File: src/rtl/seg7_pkg.sv
// rtl/seg7_pkg.sv - shared seven-segment pattern table, bit order and scan FSM states
package seg7_pkg;

    // Segment bit positions within the 7-bit bus (bit0 = a ... bit6 = g)
    localparam int SEG_A = 0;
    localparam int SEG_B = 1;
    localparam int SEG_C = 2;
    localparam int SEG_D = 3;
    localparam int SEG_E = 4;
    localparam int SEG_F = 5;
    localparam int SEG_G = 6;
    localparam int SEG_W = 7;

    // Active-low pattern with every segment dark
    localparam logic [SEG_W-1:0] SEG_BLANK = 7'b1111111;

    // Active-low glyphs for nibbles 0..F, entry [n] is the glyph of nibble n
    localparam logic [15:0][SEG_W-1:0] SEG_PATTERNS = {
        7'b0001110,  // F
        7'b0000110,  // E
        7'b0100001,  // d
        7'b1000110,  // C
        7'b0000011,  // b
        7'b0001000,  // A
        7'b0011000,  // 9
        7'b0000000,  // 8
        7'b1111000,  // 7
        7'b0000010,  // 6
        7'b0010010,  // 5
        7'b0011001,  // 4
        7'b0110000,  // 3
        7'b0100100,  // 2
        7'b1111001,  // 1
        7'b1000000   // 0
    };

    typedef enum logic [1:0] {
        ST_IDLE   = 2'd0,
        ST_TRACK  = 2'd1,
        ST_COMMIT = 2'd2,
        ST_HOLD   = 2'd3
    } scan_state_e;

    // Encoder-side lookup, kept beside the table so both directions share it
    function automatic logic [SEG_W-1:0] seg7_encode(input logic [3:0] nibble);
        return SEG_PATTERNS[nibble];
    endfunction

endpackage

File: src/rtl/seg7_pattern_decode.sv
// rtl/seg7_pattern_decode.sv - combinational seven-segment pattern to nibble decoder
module seg7_pattern_decode
    import seg7_pkg::*;
(
    input  logic [SEG_W-1:0] pattern_i,
    output logic             legal_o,
    output logic             blank_o,
    output logic [3:0]       nibble_o
);

    // Reverse lookup of the glyph table; the glyphs are unique so at most one entry matches
    always_comb begin
        legal_o  = 1'b0;
        nibble_o = 4'h0;
        for (int i = 0; i < 16; i++) begin
            if (pattern_i == SEG_PATTERNS[i]) begin
                legal_o  = 1'b1;
                nibble_o = 4'(i);
            end
        end
        blank_o = (pattern_i == SEG_BLANK);
    end

endmodule

File: src/rtl/seg7_scan_decoder.sv
// rtl/seg7_scan_decoder.sv - debounced readback of a multiplexed active-low seven-segment bus
module seg7_scan_decoder
    import seg7_pkg::*;
#(
    parameter int NUM_DIGITS   = 4,
    parameter int STABLE_COUNT = 4
) (
    input  logic                    clk,
    input  logic                    rst,
    input  logic [SEG_W-1:0]        seg_in,
    input  logic                    dp_in,
    input  logic [NUM_DIGITS-1:0]   an_in,
    input  logic                    err_clr,
    output logic [4*NUM_DIGITS-1:0] hex_out,
    output logic [NUM_DIGITS-1:0]   dp_out,
    output logic [NUM_DIGITS-1:0]   digit_valid,
    output logic                    frame_valid,
    output logic                    update,
    output logic                    err_pattern,
    output logic [2:0]              err_digit
);

    localparam logic [7:0] STABLE_CNT8 = 8'(STABLE_COUNT);

    // Sampled bus (s_q) and the sample before it, which is the value being debounced
    logic [SEG_W-1:0]      seg_q, seg_p_q;
    logic                  dp_q, dp_p_q;
    logic [NUM_DIGITS-1:0] an_q, an_p_q;

    logic [7:0]  cnt_q, cnt_d;
    scan_state_e state_q, state_d;

    logic [4*NUM_DIGITS-1:0] hex_q, hex_d;
    logic [NUM_DIGITS-1:0]   dp_out_q, dp_out_d;
    logic [NUM_DIGITS-1:0]   valid_q, valid_d;
    logic                    frame_q, update_q;
    logic                    err_q, err_d;
    logic [2:0]              err_digit_q, err_digit_d;

    logic       one_hot;
    logic       changed;
    logic       pat_legal, pat_blank;
    logic [3:0] pat_nibble;

    // The committed value is always the previous sample, which matched for cnt samples in a row
    seg7_pattern_decode u_decode (
        .pattern_i (seg_p_q),
        .legal_o   (pat_legal),
        .blank_o   (pat_blank),
        .nibble_o  (pat_nibble)
    );

    assign one_hot = $onehot(~an_q);
    assign changed = ({seg_q, dp_q, an_q} != {seg_p_q, dp_p_q, an_p_q});

    // Consecutive-identical-sample counter, cleared while no single digit is selected
    always_comb begin
        cnt_d = cnt_q;
        if (!one_hot) begin
            cnt_d = 8'd0;
        end else if (changed) begin
            cnt_d = 8'd1;
        end else if (cnt_q != 8'hFF) begin
            cnt_d = cnt_q + 8'd1;
        end
    end

    // Input sampling, counter and FSM state register
    always_ff @(posedge clk) begin
        if (rst) begin
            seg_q   <= SEG_BLANK;
            dp_q    <= 1'b1;
            an_q    <= '1;
            seg_p_q <= SEG_BLANK;
            dp_p_q  <= 1'b1;
            an_p_q  <= '1;
            cnt_q   <= 8'd0;
            state_q <= ST_IDLE;
        end else begin
            seg_q   <= seg_in;
            dp_q    <= dp_in;
            an_q    <= an_in;
            seg_p_q <= seg_q;
            dp_p_q  <= dp_q;
            an_p_q  <= an_q;
            cnt_q   <= cnt_d;
            state_q <= state_d;
        end
    end

    // Next state; a change seen during COMMIT restarts tracking so that sample is not lost
    always_comb begin
        state_d = state_q;
        if (!one_hot) begin
            state_d = ST_IDLE;
        end else begin
            case (state_q)
                ST_IDLE:   state_d = ST_TRACK;
                ST_TRACK:  state_d = (cnt_d == STABLE_CNT8) ? ST_COMMIT : ST_TRACK;
                ST_COMMIT: state_d = changed ? ST_TRACK : ST_HOLD;
                ST_HOLD:   state_d = changed ? ST_TRACK : ST_HOLD;
                default:   state_d = ST_IDLE;
            endcase
        end
    end

    // Per-digit storage and sticky error updates applied in the COMMIT cycle
    always_comb begin
        hex_d       = hex_q;
        dp_out_d    = dp_out_q;
        valid_d     = valid_q;
        err_d       = err_q;
        err_digit_d = err_digit_q;
        if (err_clr) begin
            err_d       = 1'b0;
            err_digit_d = 3'd0;
        end
        if (state_q == ST_COMMIT) begin
            for (int d = 0; d < NUM_DIGITS; d++) begin
                if (!an_p_q[d]) begin
                    if (pat_legal) begin
                        hex_d[4*d +: 4] = pat_nibble;
                        dp_out_d[d]     = ~dp_p_q;
                        valid_d[d]      = 1'b1;
                    end else if (pat_blank) begin
                        dp_out_d[d]     = ~dp_p_q;
                        valid_d[d]      = 1'b0;
                    end else begin
                        valid_d[d]      = 1'b0;
                        if (!err_q || err_clr) begin
                            err_d       = 1'b1;
                            err_digit_d = 3'(d);
                        end
                    end
                end
            end
        end
    end

    // Output registers; frame_valid follows the next digit_valid so both rise together
    always_ff @(posedge clk) begin
        if (rst) begin
            hex_q       <= '0;
            dp_out_q    <= '0;
            valid_q     <= '0;
            frame_q     <= 1'b0;
            update_q    <= 1'b0;
            err_q       <= 1'b0;
            err_digit_q <= 3'd0;
        end else begin
            hex_q       <= hex_d;
            dp_out_q    <= dp_out_d;
            valid_q     <= valid_d;
            frame_q     <= &valid_d;
            update_q    <= (state_q == ST_COMMIT);
            err_q       <= err_d;
            err_digit_q <= err_digit_d;
        end
    end

    assign hex_out     = hex_q;
    assign dp_out      = dp_out_q;
    assign digit_valid = valid_q;
    assign frame_valid = frame_q;
    assign update      = update_q;
    assign err_pattern = err_q;
    assign err_digit   = err_digit_q;

endmodule

File: config.mk
export PLATFORM = sky130hd
export DESIGN_NAME = seg7_scan_decoder
export DESIGN_NICKNAME = d
export VERILOG_FILES = /design/src/rtl/seg7_pkg.sv /design/src/rtl/seg7_pattern_decode.sv /design/src/rtl/seg7_scan_decoder.sv
export SDC_FILE = /design/constraint.sdc
export NUM_CORES = 1
export LEC_CHECK = 0
export CORE_MARGIN = 2
export CORE_UTILIZATION = 30
export CTS_CLUSTER_DIAMETER = 50
export DETAILED_ROUTE_END_ITERATION = 16
export PLACE_DENSITY_LB_ADDON = 0.12
export SETUP_SLACK_MARGIN = 0.3
export SLEW_MARGIN = 25
export SYNTH_ARGS = -nofsm -noshare
export SYNTH_HDL_FRONTEND = slang
export SYNTH_SLANG_ARGS = --single-unit
File: constraint.sdc
create_clock -name clk -period 2.8 [get_ports clk]
set_input_delay 0.84 -clock clk [delete_from_list [all_inputs] [get_ports clk]]
set_output_delay 0.84 -clock clk [all_outputs]
set_load 0.01 [all_outputs]
Word level (Yosys, flattened, before mapping)
Index checks and enable logic that the tools add are counted.
{ "word_totals": {"register_bits": 64, "output_inout_bits": 30} }
{ "op_classes": {"addsub": 4, "eq_ne": 23, "n_mux": 81, "bitwise": 7, "reduce_logical": 16} }
{ "op_table": {"columns": ["cell", "n"], "rows": [
  ["$mux 3", 22],
  ["$mux 1", 42],
  ["$mux 4", 9],
  ["$eq 7x7->1 const B", 5],
  ["$mux 8", 3],
  ["$reduce_and 3->1", 8],
  ["$eq 7x5->1 const B", 3],
  ["$eq 7x6->1 const B", 3],
  ["$eq 7x2->1 const B", 2],
  ["$eq 7x4->1 const B", 2],
  ["$ne 12x12->1", 1],
  ["$add 8x1->8 const B", 1],
  ["$eq 8x3->1 const B", 1],
  ["$mux 2", 4],
  ["$ne 8x8->1 const B", 1],
  ["$eq 7x3->1 const B", 1],
  ["$logic_not 7->1", 1],
  ["$not 1->1", 6],
  ["$pmux 2 s3", 1],
  ["$add 1x1->2", 2],
  ["$eq 2x2->1 const B", 2],
  ["$not 4->4", 1],
  ["$reduce_and 4->1", 1],
  ["$reduce_or 2->1", 2],
  ["7 further kinds", 7]
]} }

Logic depth before layout (Yosys ltp)
Gate-level depths: netlist of run 1.
{ "depth": {"word_depth": 32, "mapped_depth": 10} }

By module
From an unflattened synthesis of run 1, not the netlist that was laid out.
{ "hier_totals": {"cells_unflattened": 338, "area_unflattened_um2": 2981.6} }
{ "by_module_without_submodules": {"columns": ["mod", "n_inst", "cells_per_inst", "area_per_inst_um2", "seq_area_each_um2"], "rows": [
  ["seg7_scan_decoder", 1, 282, 2573.7, 1281.2],
  ["seg7_pattern_decode", 1, 56, 407.9, 0.0]
]} }

Worst setup path after synthesis of run 1
No wires, ideal clock.
{ "synth_timing": {"kind": "register to register", "start": "register an_q[0]", "end": "register state_q[0]", "setup_ns": 0.135, "arrival_time_ns": 2.542, "setup_slack_ns": 0.123, "stages_incl_launch_ff": 10, "n_path_buf": 0, "cell_sequence": "dfxtp_1 > fa_1 > inv_1 > ha_1 > ha_1 > nor2_1 > nand2_1 > or4b_2 > nor4b_1 > a21boi_0"} }
{ "synth_via": {"elab_chain_cells": 8, "word_cells_on_any_way": 12, "cone_classes": "add/sub (2); eq/ne (3); mux (4); bitwise (2); reduce/logical (1)"} }
{ "synth_lines": {"columns": ["item", "line", "source"], "rows": [
  ["from (decl)", "seg7_scan_decoder.sv:28", "logic [NUM_DIGITS-1:0] an_q, an_p_q;"],
  ["from (signal assigned)", "seg7_scan_decoder.sv:82", "an_q <= an_in;"],
  ["$not 4->4", "seg7_scan_decoder.sv:53", "assign one_hot = $onehot(~an_q);"],
  ["$add 1x1->2 (not written as such)", "seg7_scan_decoder.sv:53", null],
  ["$add 2x2->3 (not written as such)", "seg7_scan_decoder.sv:53", null],
  ["$eq 3x1->1", "seg7_scan_decoder.sv:53", null],
  ["$mux 8", "seg7_scan_decoder.sv:59", "if (!one_hot) begin"],
  ["$eq 8x3->1", "seg7_scan_decoder.sv:99", "ST_TRACK: state_d = (cnt_d == STABLE_CNT8) ? ST_COMMIT : ST_TRACK;"],
  ["$mux 2", "seg7_scan_decoder.sv:99", null],
  ["$pmux 2 s3", "seg7_scan_decoder.sv:97", "case (state_q)"],
  ["to (signal assigned)", "seg7_scan_decoder.sv:87", "state_q <= state_d;"],
  ["to (decl)", "seg7_scan_decoder.sv:31", "scan_state_e state_q, state_d;"]
]} }
Parallel ways exist; a longest one is shown, timed or not.
A chain may end at the register's enable or synchronous reset.

Final worst setup path of run 1
{ "layout_timing": {"start": "register an_q[0]", "end": "register state_q[1]"} }
The elaborated chain is that of the path after synthesis.

==> impl_summary.log, run 1 <==
[metrics] fraction of final layout cells sized beyond drive strength 1: 19.9%
[metrics] maximum number of buffers from clock root to sink: 2
[metrics] Crit path max-delay family: simple AND/OR/NAND/NOR gates
[metrics] Port Buffers: 44
[metrics] path type of the worst setup path: flop to flop
[metrics] routing layer with the top usage in global route: met2
[metrics] Rows: 36
[metrics] cell type with the largest total area after synthesis: sky130_fd_sc_hd__dfxtp_1
[metrics] Req. time, crit path: between 3 and 4 ns
[metrics] placed cell count: between 400 and 500
[metrics] upper clock frequency limit: roughly 400 MHz
[metrics] initial antenna violation count: 0
[metrics] vias in the first global route: between 2000 and 2500
[metrics] status: finished clean
[metrics] type of the tightest min-delay check: flop to flop
[metrics] PD cells: ~480 nW/um2
[metrics] CTS Root Buffer Type: sky130_fd_sc_hd__clkbuf_8
[metrics] routing usage on met1: about 18%
[metrics] TritonCTS clock tree: done
[metrics] H-Tree Level Count: 3
[metrics] Hold Fails Final Rpt: 0
[metrics] post-cts hold buffer count: 0
[metrics] Reg area: about 1300 um2
[metrics] commonest non-fill, non-tap cell in the layout: sky130_fd_sc_hd__dfxtp_1
[metrics] highest-delay cell along the critical path: sky130_fd_sc_hd__fa_1
[metrics] area of combinational cells with multiple inputs: approximately 1700 um2
[metrics] FF-to-FF Start: an_q[0]$_SDFF_PP1_
[metrics] I/O pin cnt: 45
[metrics] horizontal die dimension: 105 um
[metrics] worst slew margin relative to its limit: approximately 64%
[metrics] element type at the critical path start: flop
[metrics] largest driver fanout on the critical path: 2
[metrics] RSZ-0062 raised after global routing: true
[metrics] total negative slack: 0 ns
[metrics] cells taking the most area after synthesis: sky130_fd_sc_hd__dfxtp_1 42%, sky130_fd_sc_hd__or2_2 5.3%, sky130_fd_sc_hd__xnor2_1 4.3%, sky130_fd_sc_hd__mux2i_1 3.6%, sky130_fd_sc_hd__nor2_1 3.4%
[metrics] number of CTS-inserted buffers: 9
[metrics] worst clock skew: 0.0106 ns
[metrics] effective utilization at floorplan: a little under a third
[metrics] peak per-stage delay on the critical path: approximately 0.54 ns
[metrics] floorplan die height: 105 um
[metrics] number of nets at the end of the flow: 400
[metrics] ratio of routed vias to standard cells: ~4.8
[metrics] layout filler cell count: between 1000 and 1500
[metrics] GP Congestion: between 0.8 and 0.9
[metrics] setup violators final: 0
[metrics] Slew Viols, Final: 0
[metrics] Period Utilization, post-route: between 80% and 90%
[metrics] source-to-sink clock delay at the later pin of the worst-skew pair: approximately 0.34 ns
[metrics] drt wl/cell: 14.1 um
[metrics] actual slew at the worst max-slew pin: 0.545 ns
[metrics] worst vdd ir: ~0.19 mV
[metrics] Crit. Startpoint: an_q[0]$_SDFF_PP1_
[metrics] Pleak: 1.41 nW
[metrics] grt ovf: 0
[metrics] flop2flop setup slack: 0.29 ns
[metrics] critical path depth: 9
[metrics] count of state elements after synthesis: between 60 and 70
[metrics] number of max-cap violations: 0
[metrics] Non-Filler Instances: just over 500
[metrics] number of flops mapped to enable cells by yosys: 0
[metrics] Critical Path, Cell by Cell: fa_1 -> inv_2 -> ha_4 -> ha_4 -> nor2_2 -> nand2_1 -> or4b_4 -> nor4b_4 -> a32o_1
[metrics] Clk pin slew, worst setup/hold paths: ~0.07 ns
[metrics] area enclosed by the die boundary: roughly 11000 um2
[metrics] GR Util All Layers: roughly 14%
[metrics] primary flip-flop cell chosen by synthesis mapping: sky130_fd_sc_hd__dfxtp_1
[metrics] final routed DRC violation total: 0
[metrics] diodes inserted: 0
[metrics] arrival time of the worst setup path: between 2 and 3 ns
[metrics] Layout area overhead: 29.0%
[metrics] number of clock sinks: 64
[metrics] final critical-path required period: roughly 2.5 ns
[metrics] Reg-to-Reg End: state_q[1]$_SDFF_PP0_
[metrics] maximum number of pins on one net before global-route repair: 26
[metrics] met3 Resource Use GR: approximately 3.9%
[metrics] share of flip-flops with an asynchronous set or reset after synthesis: 0%
[metrics] total number of yosys warnings: 0
[metrics] syn avg cell area: ~9.1 um2
[metrics] core area: just under 10000 um2
[metrics] crit-path most repeated cell: sky130_fd_sc_hd__ha_4
[metrics] post-synthesis instance area: about 3100 um2
[metrics] sequential element share of the synthesized area: around two fifths
[metrics] post-synth top area share: 42.0%
[metrics] vias after detailed routing: ~2500
[metrics] count of cells along the worst register-to-register path: 9
[metrics] drt first-iter violations: 73
[metrics] destination of the critical timing path: state_q[1]$_SDFF_PP0_
[metrics] count of buffer and inverter cells on the critical path: 1
[metrics] remaining antenna violation count after routing: 0
[metrics] global-route wire length before repair: 12.4 mm
[metrics] Syn Inst Count: 335
[metrics] commonest non-fill, non-tap cells in the layout: 61 x sky130_fd_sc_hd__dfxtp_1, 44 x sky130_fd_sc_hd__clkdlybuf4s50_1, 27 x sky130_fd_sc_hd__nor2_1, 26 x sky130_fd_sc_hd__or2_2
[metrics] Post-DP HPWL: about 5.2 mm
[metrics] distinct cell type count after synthesis: between 50 and 60
[metrics] Detailed Routing Iterations Pass 1: 4
[metrics] aggregate routed wire length: roughly 7.3 mm
[metrics] crit path capture type: flop
[metrics] post-synth net total: approximately 350
[metrics] met2 Use GR: 22.9%
-- through the flow --
step | hold WS (ns) | power [mW] | utilization (%) | instance area (um2) | worst slack (ns)
after floorplan | 0.439 | 1.06 | - | 3080 | 0.291
after global placement | 0.442 | 1.11 | 37.4 | 3670 | 0.245
after detailed placement | 0.437 | 1.11 | 37.4 | 3670 | 0.181
after CTS | 0.448 | 1.93 | 39.9 | 3920 | 0.300
after global routing | 0.464 | 1.99 | 40.1 | 3940 | 0.223
final | 0.446 | 1.90 | 40.1 | 3940 | 0.295
-- power breakdown --
part / internal (mW) / switching [mW]
clock network: 0.434 / 0.357
registers: 0.931 / 0.0242
logic: 0.0823 / 0.0735
total: 1.45 / 0.454
-- state kept, by name, summed over array words and instances, names as in the netlist --
| register | cells |
|---|---|
| digit_valid | 4 |
| err_digit | 3 |
| an_p_q | 4 |
| seg_p_q | 7 |
| update | 1 |
| hex_out | 16 |
| frame_valid | 1 |
| cnt_q | 8 |
| dp_q | 1 |
| err_pattern | 1 |
| an_q | 4 |
| state_q | 2 |
| seg_q | 7 |
| dp_p_q | 1 |
| dp_out | 4 |
-- kinds of logic after synthesis --
family          synth area share, %
compound gates                 13.5
buf+inv                        4.88
simple gates                   27.3
flops                          42.0
mux                            5.33
fa+ha+maj                      1.89
xor+xnor                       5.17
-- synthesized netlist by cell type, drive strengths merged (7+ instances only) --
library cell	count
a21oi	10
a31oi	7
buf	8
clkbuf	17
dfxtp	64
inv	9
mux2i	11
nand2	16
nand2b	10
nand3	7
nand4	7
nor2	28
nor3	10
o21ai	7
or2	26
xnor2	15
-- worst min-delay path: stages (launching register included) --
cell and delay [ns]:
sky130_fd_sc_hd__dfxtp_1 0.32, sky130_fd_sc_hd__nand2_1 0.05, sky130_fd_sc_hd__a31oi_1 0.03
-- timing repair --
item | in CTS | in global routing
endpoints found under the setup margin | 2 | 9
resized for setup | 3 | 6
pin swaps | 6 | 1
setup buffers | 3 | 1
gates cloned | 0 | 0
-- worst min path at each step --
stage / start / depth (start not counted) / end / slack (ns)
2_1_floorplan: dp_q$_SDFF_PP1_ / 1 / dp_p_q$_SDFF_PP1_ / 0.44
3_3_place_gp: err_digit[2]$_SDFF_PP0_ / 2 / err_digit[2]$_SDFF_PP0_ / 0.44
3_5_place_dp: err_digit[2]$_SDFF_PP0_ / 2 / err_digit[2]$_SDFF_PP0_ / 0.44
4_1_cts: err_digit[2]$_SDFF_PP0_ / 2 / err_digit[2]$_SDFF_PP0_ / 0.45
5_1_grt: err_digit[2]$_SDFF_PP0_ / 2 / err_digit[2]$_SDFF_PP0_ / 0.46
6_report: err_digit[2]$_SDFF_PP0_ / 2 / err_digit[2]$_SDFF_PP0_ / 0.45
-- area by class of cell --
| type | instances | area share (%) |
|---|---|---|
| clock buffers | 11 | 3.59 |
| clock inverters | 5 | 1.43 |
| inverters | 9 | 0.858 |
| multi-input cells | 237 | 42.7 |
| flip-flops and latches | 64 | 32.6 |
| well taps | 133 | 4.23 |
| repair buffers | 60 | 14.6 |
-- per-layer routing --
| layer | share of wire (%) | wire length [um] | vias to the layer above |
|---|---|---|---|
| met5 | 0 | 0 | - |
| met3 | 4.4 | 321 | 10 |
| met1 | 46 | 3370 | 1142 |
| li1 | - | - | 1276 |
| met2 | 47 | 3470 | 59 |
| met4 | 2.1 | 152 | 0 |
(Power assumes the default switching activity.)
==> inputs of run 2 (changes only) <==
CAP_MARGIN = 5   (was unset)
CORE_UTILIZATION = 44   (was 30)
==> run 2 against run 1 <==
Net effect:
- flip-flop and latch count stayed put
- clock skew shrank 0.0021 ns
- maximum frequency increased by 0.87%
- combinational power down 11%
- final area down 0.99%
- die area down 31%
- largest cell class unchanged
- largest power group unchanged
==> impl_summary.log, run 2 (synthesized netlist as in run 1, its figures left out) <==
[metrics] number of max-cap violations: 0 (unchanged)
[metrics] horizontal die dimension: 87.3 um (was 105 um)
[metrics] GR Util All Layers: 18.8% (was 14.2%)
[metrics] arrival time of the worst setup path: 2.71 ns (was 2.79 ns)
[metrics] maximum number of buffers from clock root to sink: 2 (unchanged)
[metrics] Crit. Startpoint: seg_p_q[1]$_SDFF_PP1_ (was an_q[0]$_SDFF_PP1_)
[metrics] GP Congestion: 0.828 (was 0.860)
[metrics] RSZ-0062 raised after global routing: true (unchanged)
[metrics] layout filler cell count: 624 (was 1020)
[metrics] Non-Filler Instances: 467 (was 519)
[metrics] path type of the worst setup path: flop to flop (unchanged)
[metrics] worst slack on hold paths: 0.458 ns (was 0.446 ns)
[metrics] fraction of final layout cells sized beyond drive strength 1: 20.4% (was 19.9%)
[metrics] drt wl/cell: 14.0 um (was 14.1 um)
[metrics] Slew Viols, Final: 0 (unchanged)
[metrics] upper clock frequency limit: 403 MHz (was 399 MHz)
[metrics] ratio of routed vias to standard cells: 5.37 (was 4.79)
[metrics] commonest non-fill, non-tap cell in the layout: sky130_fd_sc_hd__dfxtp_1 (unchanged)
[metrics] maximum number of pins on one net before global-route repair: 59 (was 26)
[metrics] Post-DP HPWL: 4.49 mm (was 5.24 mm)
[metrics] Clk pin slew, worst setup/hold paths: 0.07 ns (about the same)
[metrics] worst clock skew: 0.00850 ns (was 0.0106 ns)
[metrics] number of clock sinks: 64 (unchanged)
[metrics] core area: 6760 um2 (was 9820 um2)
[metrics] number of CTS-inserted buffers: 9 (unchanged)
[metrics] Reg-to-Reg End: hex_out[5]$_SDFFE_PP0P_ (was state_q[1]$_SDFF_PP0_)
[metrics] final routed DRC violation total: 0 (unchanged)
[metrics] largest driver fanout on the critical path: 16 (was 2)
[metrics] drt first-iter violations: 197 (was 73)
[metrics] PD cells: 498 nW/um2 (was 483 nW/um2)
[metrics] remaining antenna violation count after routing: 0 (unchanged)
[metrics] source-to-sink clock delay at the later pin of the worst-skew pair: 0.34 ns (about the same)
[metrics] vias after detailed routing: 2509 (was 2487)
[metrics] Critical Path, Cell by Cell: or3b_4 -> or3b_1 -> a221oi_2 -> and3b_2 -> buf_12 -> nor3_4 -> mux2_4 (was fa_1 -> inv_2 -> ha_4 -> ha_4 -> nor2_2 -> nand2_1 -> or4b_4 -> nor4b_4 -> a32o_1)
[metrics] element type at the critical path start: flop (unchanged)
[metrics] FF-to-FF Start: seg_p_q[1]$_SDFF_PP1_ (was an_q[0]$_SDFF_PP1_)
[metrics] final critical-path required period: 2.48 ns (was 2.51 ns)
[metrics] placed cell count: 443 (was 499)
[metrics] setup slack at placement: 0.191 ns (was 0.181 ns)
[metrics] I/O pin cnt: 45 (unchanged)
[metrics] crit path capture type: flop (unchanged)
[metrics] CTS Root Buffer Type: sky130_fd_sc_hd__clkbuf_8 (unchanged)
[metrics] global-route wire length before repair: 11.2 mm (was 12.4 mm)
[metrics] Pleak: 1.44 nW (was 1.41 nW)
[metrics] worst vdd ir: 0.275 mV (was 0.186 mV)
[metrics] status: finished clean (unchanged)
[metrics] count of cells along the worst register-to-register path: 7 (was 9)
[metrics] Hold EP: err_digit[2]$_SDFF_PP0_ (unchanged)
[metrics] Layout area overhead: 27.7% (was 29.0%)
[metrics] worst min-delay path startpoint: err_digit[2]$_SDFF_PP0_ (unchanged)
[metrics] vias in the first global route: 2365 (was 2456)
[metrics] peak per-stage delay on the critical path: 0.39 ns (was 0.54 ns)
[metrics] Detailed Routing Iterations Pass 1: 4 (unchanged)
[metrics] max reg flops: 16 (unchanged)
[metrics] highest-delay cell along the critical path: sky130_fd_sc_hd__or3b_4 (was sky130_fd_sc_hd__fa_1)
[metrics] Req. time, crit path: 3.02 ns (was 3.09 ns)
[metrics] type of the tightest min-delay check: flop to flop (unchanged)
[metrics] floorplan die height: 87.3 um (was 105 um)
[metrics] H-Tree Level Count: 3 (unchanged)
[metrics] actual slew at the worst max-slew pin: 0.516 ns (was 0.545 ns)
[metrics] effective utilization at floorplan: 45.2% (was 31.1%)
[metrics] Hold Fails Final Rpt: 0 (unchanged)
[metrics] count of cells along the worst hold path: 2 (unchanged)
[metrics] worst slew margin relative to its limit: 65.5% (was 63.6%)
[metrics] number of nets at the end of the flow: 401 (was 400)
[metrics] TritonCTS clock tree: done (unchanged)
[metrics] area of combinational cells with multiple inputs: 1670 um2 (was 1680 um2)
[metrics] diodes inserted: 0 (unchanged)
[metrics] Tot Pwr: 1.94 mW (was 1.90 mW)
[metrics] post-cts hold buffer count: 0 (unchanged)
[metrics] Reg area: 1290 um2 (was 1280 um2)
[metrics] grt ovf: 0 (unchanged)
[metrics] post-route setup slack: 0.316 ns (was 0.295 ns)
[metrics] aggregate routed wire length: 6.56 mm (was 7.32 mm)
[metrics] setup violators final: 0 (unchanged)
[metrics] Rows: 30 (was 36)
[metrics] flop2flop setup slack: 0.32 ns (was 0.29 ns)
[metrics] area enclosed by the die boundary: 7620 um2 (was 11000 um2)
[metrics] commonest non-fill, non-tap cells in the layout: 59 x sky130_fd_sc_hd__dfxtp_1, 44 x sky130_fd_sc_hd__clkdlybuf4s50_1, 27 x sky130_fd_sc_hd__nor2_1, 26 x sky130_fd_sc_hd__or2_2, 16 x sky130_fd_sc_hd__nand2_1 (was 61 x sky130_fd_sc_hd__dfxtp_1, 44 x sky130_fd_sc_hd__clkdlybuf4s50_1, 27 x sky130_fd_sc_hd__nor2_1, 26 x sky130_fd_sc_hd__or2_2)
[metrics] Period Utilization, post-route: 88.7% (was 89.5%)
[metrics] initial antenna violation count: 0 (unchanged)
[metrics] Port Buffers: 44 (unchanged)
[metrics] total negative slack: 0 ns (unchanged)
[run 2: cell types whose count changed in the layout (fill, tap and decap cells not counted), sizes merged]
cell,delta
buf,+1
bufinv,+1
clkbuf,-1
clkinv,+1
clkinvlp,-1
[run 2: cell type report]
type | instances | area share, %
flip-flops and latches | 64 | 33.1
clock buffers | 10 | 3.27
clock inverters | 6 | 2.15
multi-input cells | 237 | 42.8
well taps | 80 | 2.57
inverters | 9 | 0.867
repair buffers | 61 | 15.2
[run 2: report_power, final]
group / total [mW] / internal, mW / switching, mW
logic: 0.139 / 0.0755 / 0.0636
registers: 0.956 / 0.930 / 0.0259
clock network: 0.847 / 0.498 / 0.349
[run 2: worst max-delay path by stage]
stage | cells past startpoint | endpoint | slack [ns]
final | 7 | hex_out[5]$_SDFFE_PP0P_ | 0.32
after global placement | 9 | state_q[1]$_SDFF_PP0_ | 0.25
after floorplan | 8 | hex_out[5]$_SDFFE_PP0P_ | 0.29
after CTS | 7 | hex_out[5]$_SDFFE_PP0P_ | 0.33
after global routing | 7 | hex_out[5]$_SDFFE_PP0P_ | 0.22
after detailed placement | 9 | state_q[1]$_SDFF_PP0_ | 0.19
[run 2: repair_timing]
| action | CTS | global route |
|---|---|---|
| pin swaps | 7 | 5 |
| buffers inserted | 3 | 5 |
| endpoints found under the setup margin | 3 | 10 |
| gates cloned | 0 | 0 |
| resized for setup | 5 | 6 |
[run 2: per-layer routing]
layer,wire length [um],part of all wire [%],global-route usage [%],vias up
met5,0,0,0,-
met4,108,1.6,8.11,0
met3,240,3.7,3.89,12
met2,3170,48,30.4,59
met1,3050,46,24.1,1153
li1,-,-,-,1285
[run 2: critical path, delay by kind of cell (launching register included)]
| family | cells | cell delay [ns] |
|---|---|---|
| flops | 1 | 0.33 |
| mux | 1 | 0.32 |
| buf+inv | 1 | 0.16 |
| simple gates | 4 | 1.28 |
| compound gates | 1 | 0.30 |
[run 2: through the flow]
stage / instance area [um2] / utilization [%]
final: 3900 / 57.7
after global routing: 3900 / 57.7
after CTS: 3850 / 56.9
after detailed placement: 3590 / 53.2
after global placement: 3590 / 53.2
after floorplan: 3080 / -
